==> config.mk <==
export PLATFORM = sky130hd
export DESIGN_NAME = dot_accumulator_flat
export DESIGN_NICKNAME = d
export VERILOG_FILES = /design/src/rtl/dot_accum_pkg.sv /design/src/rtl/dot_accumulator_if.sv /design/src/rtl/acc_fifo.sv /design/src/rtl/dot_accumulator.sv /design/src/flat_wrapper.sv
export SDC_FILE = /design/constraint.sdc
export NUM_CORES = 1
export LEC_CHECK = 0
export CAP_MARGIN = 25
export CORE_MARGIN = 2
export CORE_UTILIZATION = 35
export CTS_BUF_LIST = sky130_fd_sc_hd__clkbuf_4 sky130_fd_sc_hd__clkbuf_8
export CTS_CLUSTER_DIAMETER = 50
export CTS_CLUSTER_SIZE = 24
export DETAILED_ROUTE_END_ITERATION = 8
export MAX_ROUTING_LAYER = met4
export PLACE_DENSITY = 0.49
export RECOVER_POWER = 50
export SKIP_CTS_REPAIR_TIMING = 1
export SYNTH_ARGS = -nofsm -noshare
export SYNTH_HDL_FRONTEND = slang
export SYNTH_HIERARCHICAL = 1
export SYNTH_SLANG_ARGS = --single-unit
==> constraint.sdc <==
create_clock -name clk -period 5.5 [get_ports clk]
set_input_delay 0.55 -clock clk [delete_from_list [all_inputs] [get_ports clk]]
set_output_delay 0.55 -clock clk [all_outputs]
set_load 0.01 [all_outputs]
==> src/rtl/dot_accum_pkg.sv <==
// Shared types for the dot-product accumulator: accumulator word, FIFO entry
// and the saturation bounds used when SATURATE_EN is defined.
package dot_accum_pkg;

  localparam int ACC_W = 32;

  typedef logic signed [ACC_W-1:0] acc_t;

  typedef struct packed {
    acc_t data;
    logic last;
  } fifo_entry_t;

  localparam acc_t SAT_MAX = {1'b0, {(ACC_W-1){1'b1}}};
  localparam acc_t SAT_MIN = {1'b1, {(ACC_W-1){1'b0}}};

endpackage

==> src/rtl/dot_accumulator_if.sv <==
// Partial-sum input stream and completed-element valid/ready output stream.
interface dot_accumulator_if #(
  parameter int IWIDTH = 32,
  parameter int OWIDTH = 32
);

  logic signed [IWIDTH-1:0] in_data;
  logic                     in_valid;
  logic signed [OWIDTH-1:0] out_data;
  logic                     out_valid;
  logic                     out_ready;
  logic                     out_last;

  modport master (
    output in_data, in_valid, out_ready,
    input  out_data, out_valid, out_last
  );

  modport slave (
    input  in_data, in_valid, out_ready,
    output out_data, out_valid, out_last
  );

endinterface

==> src/rtl/acc_fifo.sv <==
// Show-ahead FIFO of completed elements; a pop frees the slot for a push
// arriving in the same cycle even when full.
module acc_fifo
  import dot_accum_pkg::*;
#(
  parameter int DEPTH = 4
) (
  input  logic        clk,
  input  logic        rst,
  input  logic        push,
  input  fifo_entry_t push_data,
  input  logic        pop,
  output fifo_entry_t head,
  output logic        full,
  output logic        empty
);

  localparam int AW = $clog2(DEPTH);

  fifo_entry_t    mem [DEPTH];
  logic [AW:0]    wr_ptr, rd_ptr;
  logic           do_push, do_pop;

  assign empty   = (wr_ptr == rd_ptr);
  assign full    = (wr_ptr[AW] != rd_ptr[AW]) && (wr_ptr[AW-1:0] == rd_ptr[AW-1:0]);
  assign do_pop  = pop && !empty;
  assign do_push = push && (!full || do_pop);
  assign head    = empty ? '0 : mem[rd_ptr[AW-1:0]];

  always_ff @(posedge clk) begin
    if (rst) begin
      wr_ptr <= '0;
      rd_ptr <= '0;
    end else begin
      if (do_push) wr_ptr <= wr_ptr + 1'b1;
      if (do_pop)  rd_ptr <= rd_ptr + 1'b1;
    end
  end

  // NOTE: storage has no reset; the empty gate on head keeps stale entries invisible.
  always_ff @(posedge clk) begin
    if (do_push) mem[wr_ptr[AW-1:0]] <= push_data;
  end

endmodule

==> src/rtl/dot_accumulator.sv <==
// Accumulates num_chunks signed partials per output element and buffers the
// results; define SATURATE_EN for clamped instead of wrapping accumulation.
module dot_accumulator
  import dot_accum_pkg::*;
#(
  parameter int IWIDTH     = 32,
  parameter int OWIDTH     = ACC_W,  // must equal ACC_W in dot_accum_pkg
  parameter int MAX_CHUNKS = 64,
  parameter int MAX_ROWS   = 1024,
  parameter int FIFO_DEPTH = 4
) (
  input  logic                            clk,
  input  logic                            rst,
  input  logic [$clog2(MAX_CHUNKS+1)-1:0] num_chunks,
  input  logic [$clog2(MAX_ROWS+1)-1:0]   num_rows,
  dot_accumulator_if.slave                bus,
  output logic                            busy,
  output logic                            overflow
);

  localparam int CW = $clog2(MAX_CHUNKS+1);
  localparam int RW = $clog2(MAX_ROWS+1);

  logic [CW-1:0]            chunk_cnt, lat_chunks, eff_chunks;
  logic [RW-1:0]            row_cnt, lat_rows, eff_rows;
  logic signed [IWIDTH-1:0] in_raw;
  logic signed [OWIDTH-1:0] in_ext;
  acc_t                     acc, base, sum;
  logic                     elem_done, elem_last;
  logic                     pend_valid, fifo_full, fifo_empty, pop;
  fifo_entry_t              pend, head;

  // Sizes are sampled from the ports only on the first partial of an element.
  // NOTE: every always_comb output gets a default first so no latch is inferred.
  always_comb begin
    eff_chunks = lat_chunks;
    eff_rows   = lat_rows;
    if (chunk_cnt == '0) begin
      eff_chunks = (num_chunks == '0) ? CW'(1) : num_chunks;
      eff_rows   = (num_rows == '0)   ? RW'(1) : num_rows;
    end
  end

  assign in_raw = bus.in_data;
  assign in_ext = OWIDTH'(in_raw);
  assign base   = (chunk_cnt == '0) ? '0 : acc;

`ifdef SATURATE_EN
  logic signed [OWIDTH:0] wide;

  always_comb begin
    wide = {base[OWIDTH-1], base} + {in_ext[OWIDTH-1], in_ext};
    sum  = wide[OWIDTH-1:0];
    if (wide[OWIDTH] != wide[OWIDTH-1]) sum = wide[OWIDTH] ? SAT_MIN : SAT_MAX;
  end
`else
  assign sum = base + in_ext;
`endif

  assign elem_done = bus.in_valid && (chunk_cnt == eff_chunks - CW'(1));
  assign elem_last = (row_cnt == eff_rows - RW'(1));
  assign busy      = (chunk_cnt != '0);

  // NOTE: sequential state uses <= so every register sees pre-edge values.
  always_ff @(posedge clk) begin
    if (rst) begin
      chunk_cnt  <= '0;
      row_cnt    <= '0;
      lat_chunks <= '0;
      lat_rows   <= '0;
      acc        <= '0;
      pend       <= '0;
      pend_valid <= 1'b0;
      overflow   <= 1'b0;
    end else begin
      pend_valid <= elem_done;
      if (bus.in_valid) begin
        pend <= '{data: sum, last: elem_last};
        if (chunk_cnt == '0) begin
          lat_chunks <= eff_chunks;
          lat_rows   <= eff_rows;
        end
        if (elem_done) begin
          chunk_cnt <= '0;
          row_cnt   <= elem_last ? '0 : row_cnt + RW'(1);
        end else begin
          acc       <= sum;
          chunk_cnt <= chunk_cnt + CW'(1);
        end
      end
      // Counters above advance regardless, so a dropped element keeps alignment.
      if (pend_valid && fifo_full && !pop) overflow <= 1'b1;
    end
  end

  assign pop = bus.out_valid && bus.out_ready;

  acc_fifo #(.DEPTH(FIFO_DEPTH)) u_fifo (
    .clk       (clk),
    .rst       (rst),
    .push      (pend_valid),
    .push_data (pend),
    .pop       (pop),
    .head      (head),
    .full      (fifo_full),
    .empty     (fifo_empty)
  );

  assign bus.out_valid = !fifo_empty;
  assign bus.out_data  = head.data;
  assign bus.out_last  = head.last;

endmodule
==> src/flat_wrapper.sv <==
// flat-port wrapper written by rule: the top's interface ports become plain ports
module dot_accumulator_flat import dot_accum_pkg::*;
#(
  parameter int IWIDTH     = 32,
  parameter int OWIDTH     = ACC_W,                                      
  parameter int MAX_CHUNKS = 64,
  parameter int MAX_ROWS   = 1024,
  parameter int FIFO_DEPTH = 4
)
  (clk, rst, num_chunks, num_rows, busy, overflow, bus_in_data, bus_in_valid, bus_out_ready, bus_out_data, bus_out_valid, bus_out_last);
  dot_accumulator_if #(.IWIDTH(IWIDTH), .OWIDTH(OWIDTH)) bus_i ();
  input  logic clk;
  input  logic rst;
  input  logic [$clog2(MAX_CHUNKS+1)-1:0] num_chunks;
  input  logic [$clog2(MAX_ROWS+1)-1:0] num_rows;
  output logic busy;
  output logic overflow;
  input wire logic [$bits(bus_i.in_data)-1:0] bus_in_data;
  input wire logic [$bits(bus_i.in_valid)-1:0] bus_in_valid;
  input wire logic [$bits(bus_i.out_ready)-1:0] bus_out_ready;
  output wire logic [$bits(bus_i.out_data)-1:0] bus_out_data;
  output wire logic [$bits(bus_i.out_valid)-1:0] bus_out_valid;
  output wire logic [$bits(bus_i.out_last)-1:0] bus_out_last;
  assign bus_i.in_data = bus_in_data;
  assign bus_i.in_valid = bus_in_valid;
  assign bus_i.out_ready = bus_out_ready;
  assign bus_out_data = bus_i.out_data;
  assign bus_out_valid = bus_i.out_valid;
  assign bus_out_last = bus_i.out_last;
  dot_accumulator #(.IWIDTH(IWIDTH), .OWIDTH(OWIDTH), .MAX_CHUNKS(MAX_CHUNKS), .MAX_ROWS(MAX_ROWS), .FIFO_DEPTH(FIFO_DEPTH)) u_core (.clk(clk), .rst(rst), .num_chunks(num_chunks), .num_rows(num_rows), .bus(bus_i), .busy(busy), .overflow(overflow));
endmodule
==> impl_metrics.py <==
metrics = {
    "sta": {
        "timing.slew.headroom": -0.513,
        "slew_viol_final": 68,
        "max_clock_freq_mhz": 219,
        "worst_pin_slew_ns": 2.27,
        "fin_worst_skew_ns": 0.0296,
        "fin_crit_ns": 4.57,
        "finalHoldViolCount": 0,
        "hold_slack_ns": 0.355,
        "setup_violations": 0,
        "post-route-period-util": 0.830,
        "rsz0062_at_grt": "no",
        "fin_setup_tns_ns": 0,
    },
    "placed_design": {
        "io_buffers": 89,
        "finalWeightedCongestion": 0.858,
        "dpl.hpwl_um": 20400,
    },
    "critical_path": {
        "critPathRequiredTime_ns": 5.92,
        "setup.worst_path.class": "reg2reg",
        "rrSetupSlack_ns": 0.93,
        "reg2reg_depth": 14,
        "critPathMaxFanout": 16,
        "endpoint_kind": "register",
        "startpoint": "u_core/chunk_cnt[2]$_SDFFE_PP0P_",
        "r2r-end": "u_core/pend[31]$_SDFFE_PP0P_",
        "r2r-start": "u_core/chunk_cnt[2]$_SDFFE_PP0P_",
        "cp.arrival_ns": 4.99,
        "setup.worst_path.start_class": "register",
    },
    "synth": {
        "yosysSeqAreaShare": 0.507,
        "synth_area_per_cell_um2": 10.9,
        "synth_edf_count": 132,
        "ys_warn_count": 6,
        "synthFlopType": "edfxtp_1",
        "yosysUniqueCellTypes": 72,
        "postSynth.asyncResetShare": 0,
        "syn_area_mm2": 0.0122,
        "synthTopCellsByArea": "edfxtp_1 (33%), dfxtp_1 (18%), mux4_2 (6.1%)",
        "synth_top_cell_area_share": 0.325,
        "yosys.area.top_type": "edfxtp_1",
        "synthCells": 1117,
        "syn-num-nets": 1213,
        "synth_seq_cells": 243,
    },
    "clock_network": {
        "ctsHtreeMaxLevel": 1,
        "cts.sinks": 243,
        "cts-root-buf": "clkbuf_8",
        "cts_made_buffers": 29,
        "cts_max_path_buffers": 3,
        "clk_latency_ns": 0.60,
        "cts_tree": "built",
        "clk_pin_slew_worst_paths_ns": 0.09,
    },
    "power": {
        "leakage_uw": 0.00505,
        "max-vdd-ir-drop_uv": 160,
        "powerDensity_mw_per_mm2": 291,
    },
    "global_routing": {
        "use_met3": 0.0254,
        "overflow": 0,
        "antenna_found_initial": 0,
        "grt.met2_usage": 0.250,
        "grt_max_degree": 63,
        "grt_busiest_layer": "met2",
        "grt_pass1_vias": 8408,
        "grt_pass1_wl_um": 47400,
        "grt_use_met1": 0.249,
        "grt_usage": 0.170,
    },
    "die": {
        "initial_core_util": 0.354,
        "io_pins": 90,
        "core-area_mm2": 0.0345,
        "die_area_mm2": 0.0363,
        "fp.dieW_um": 191,
        "rows": 68,
        "dieHeight_um": 191,
    },
    "finish": {
        "drive_above_1_share": 0.0946,
        "area_delta_synth_final_pct": 16.6,
        "antenna_cells": 0,
        "nNetsFinal": 1289,
    },
    "outcome": {
        "violations": "capacitance limit, slew limit",
        "status": "finished, violations left",
    },
    "detailed_routing": {
        "drc": 0,
        "wl_per_cell_um": 17.8,
        "vias_per_cell": 5.15,
        "num_vias": 8612,
        "drt-pass1-iter-count": 6,
        "antenna_left": 0,
        "routed_wl_um": 29800,
        "drt-initial-drc-count": 593,
    },
    "min_path": {
        "hold_path.class": "in2reg",
        "whs_path_depth": 3,
        "min_from": "bus_in_valid",
        "min_to": "u_core/chunk_cnt[1]$_SDFFE_PP0P_",
    },
    "flow_run": {
        "max_cap_violations": 2,
    },
}
## worst max-delay path, stage by stage, from the launching register on
cell      delay (ns)
dfxtp_1         0.39
or4_1           0.84
nor2_1          0.25
inv_1           0.23
buf_4           0.27
and2_1          0.17
ha_1            0.34
or4_1           0.48
o21ai_0         0.15
nor4_1          0.11
a211oi_1        0.44
nor3b_1         0.12
o31ai_1         0.27
xor2_1          0.24
a211oi_1        0.10
## cells in the mapped netlist, types with 31 or more instances
master and instances:
dfxtp_1 111, a21oi_1 78, nand2_1 87, nor2b_1 40, ha_1 41, edfxtp_1 132
mux4_2 33, and2_1 36, nor2_1 83, nand3_1 33, mux2i_1 33, o21ai_0 31
clkbuf_1 43, xnor2_1 42
## cell usage in the layout, fill, tap and decap left out, types with 4 or more instances in the layout
master	count
inv_8	5
a21boi_0	6
clkinv_8	5
edfxtp_1	132
xnor2_1	42
a211oi_1	26
nor3b_1	4
nand3_1	33
a311oi_1	6
dfxtp_1	110
a21o_1	10
o21a_1	11
o211ai_1	6
clkdlybuf4s50_1	86
o31ai_1	6
or4_1	6
mux2i_1	33
nand2_1	87
clkbuf_1	4
o21ai_1	5
inv_1	29
o21ai_0	31
mux2_2	4
ha_1	41
buf_4	15
and3_1	12
clkbuf_8	31
nand4_1	9
xor2_1	22
nor4_1	14
o22ai_1	8
nor3_1	27
nor2_1	83
or3_1	6
mux4_2	33
nor2b_1	40
a31oi_1	9
and2_1	35
a21oi_1	78
## how the worst max path moves through the flow
stage | depth (start not counted) | end | slack (ns)
after floorplan | 18 | u_core/pend[30]$_SDFFE_PP0P_ | 1.63
after global placement | 13 | u_core/acc[18]$_SDFFE_PP0P_ | 1.23
after detailed placement | 13 | u_core/acc[30]$_SDFFE_PP0P_ | 1.14
after CTS | 14 | u_core/pend[31]$_SDFFE_PP0P_ | 1.23
after global routing | 14 | u_core/pend[31]$_SDFFE_PP0P_ | 0.55
final | 14 | u_core/pend[31]$_SDFFE_PP0P_ | 0.93
## flip-flops by register name, indices dropped and copies added (netlist names), 7 cells and up, named ones only
name               cells
u_core/pend           33
u_core/acc            32
u_core/lat_chunks      7
u_core/chunk_cnt       7
u_core/row_cnt        11
u_core/lat_rows       11
u_core/u_fifo/mem    132
## where the power goes
| group | switching, µW | internal [µW] | leakage [µW] | total [µW] |
|---|---|---|---|---|
| Combinational | 383 | 283 | 0.00259 | 666 |
| Clock | 776 | 652 | 0.000348 | 1430 |
| Sequential | 63.3 | 1980 | 0.00212 | 2050 |
| Total | 1220 | 2920 | 0.00505 | 4140 |
## layer usage
layer / vias to the layer above / routed length [µm] / share of wire
li1: 4295 / - / -
met1: 4125 / 15100 / 0.51
met2: 158 / 12800 / 0.43
met3: 34 / 1390 / 0.047
met4: 0 / 429 / 0.014
met5: - / 0 / 0
## metrics by stage
step                area (µm²)  utilization  power, µW  worst slack, ns  instances
CTS                      14200        0.413       4200             1.23       1670
global placement         13500        0.393       2750             1.23       1616
floorplan                12200            -       2500             1.63       1117
finish                   14200        0.413       4140            0.934       1671
global route             14200        0.413       4360            0.551       1671
detailed placement       13500        0.393       2760             1.14       1616
## layout make-up
type                       instances  area, µm²
inverter                          29        109
clock inverter                    20        238
clock buffer                      34        449
fill                            3382      20200
sequential                       243       6190
tap                              455        569
multi-input combinational        782       5630
timing repair buffer             108       1030
## kinds of logic after synthesis
logic type                 count (synthesis)  synth area share
and+or+nand+nor                          375             0.156
AOI/OAI and AO/OA                        230             0.123
xor gates and xnor gates                  64            0.0460
adders and majority gates                 42            0.0437
muxes                                     71            0.0930
DFF                                      243             0.507
buffers and inverters                     92            0.0312
Note: power is estimated with default switching activity, not from simulation.
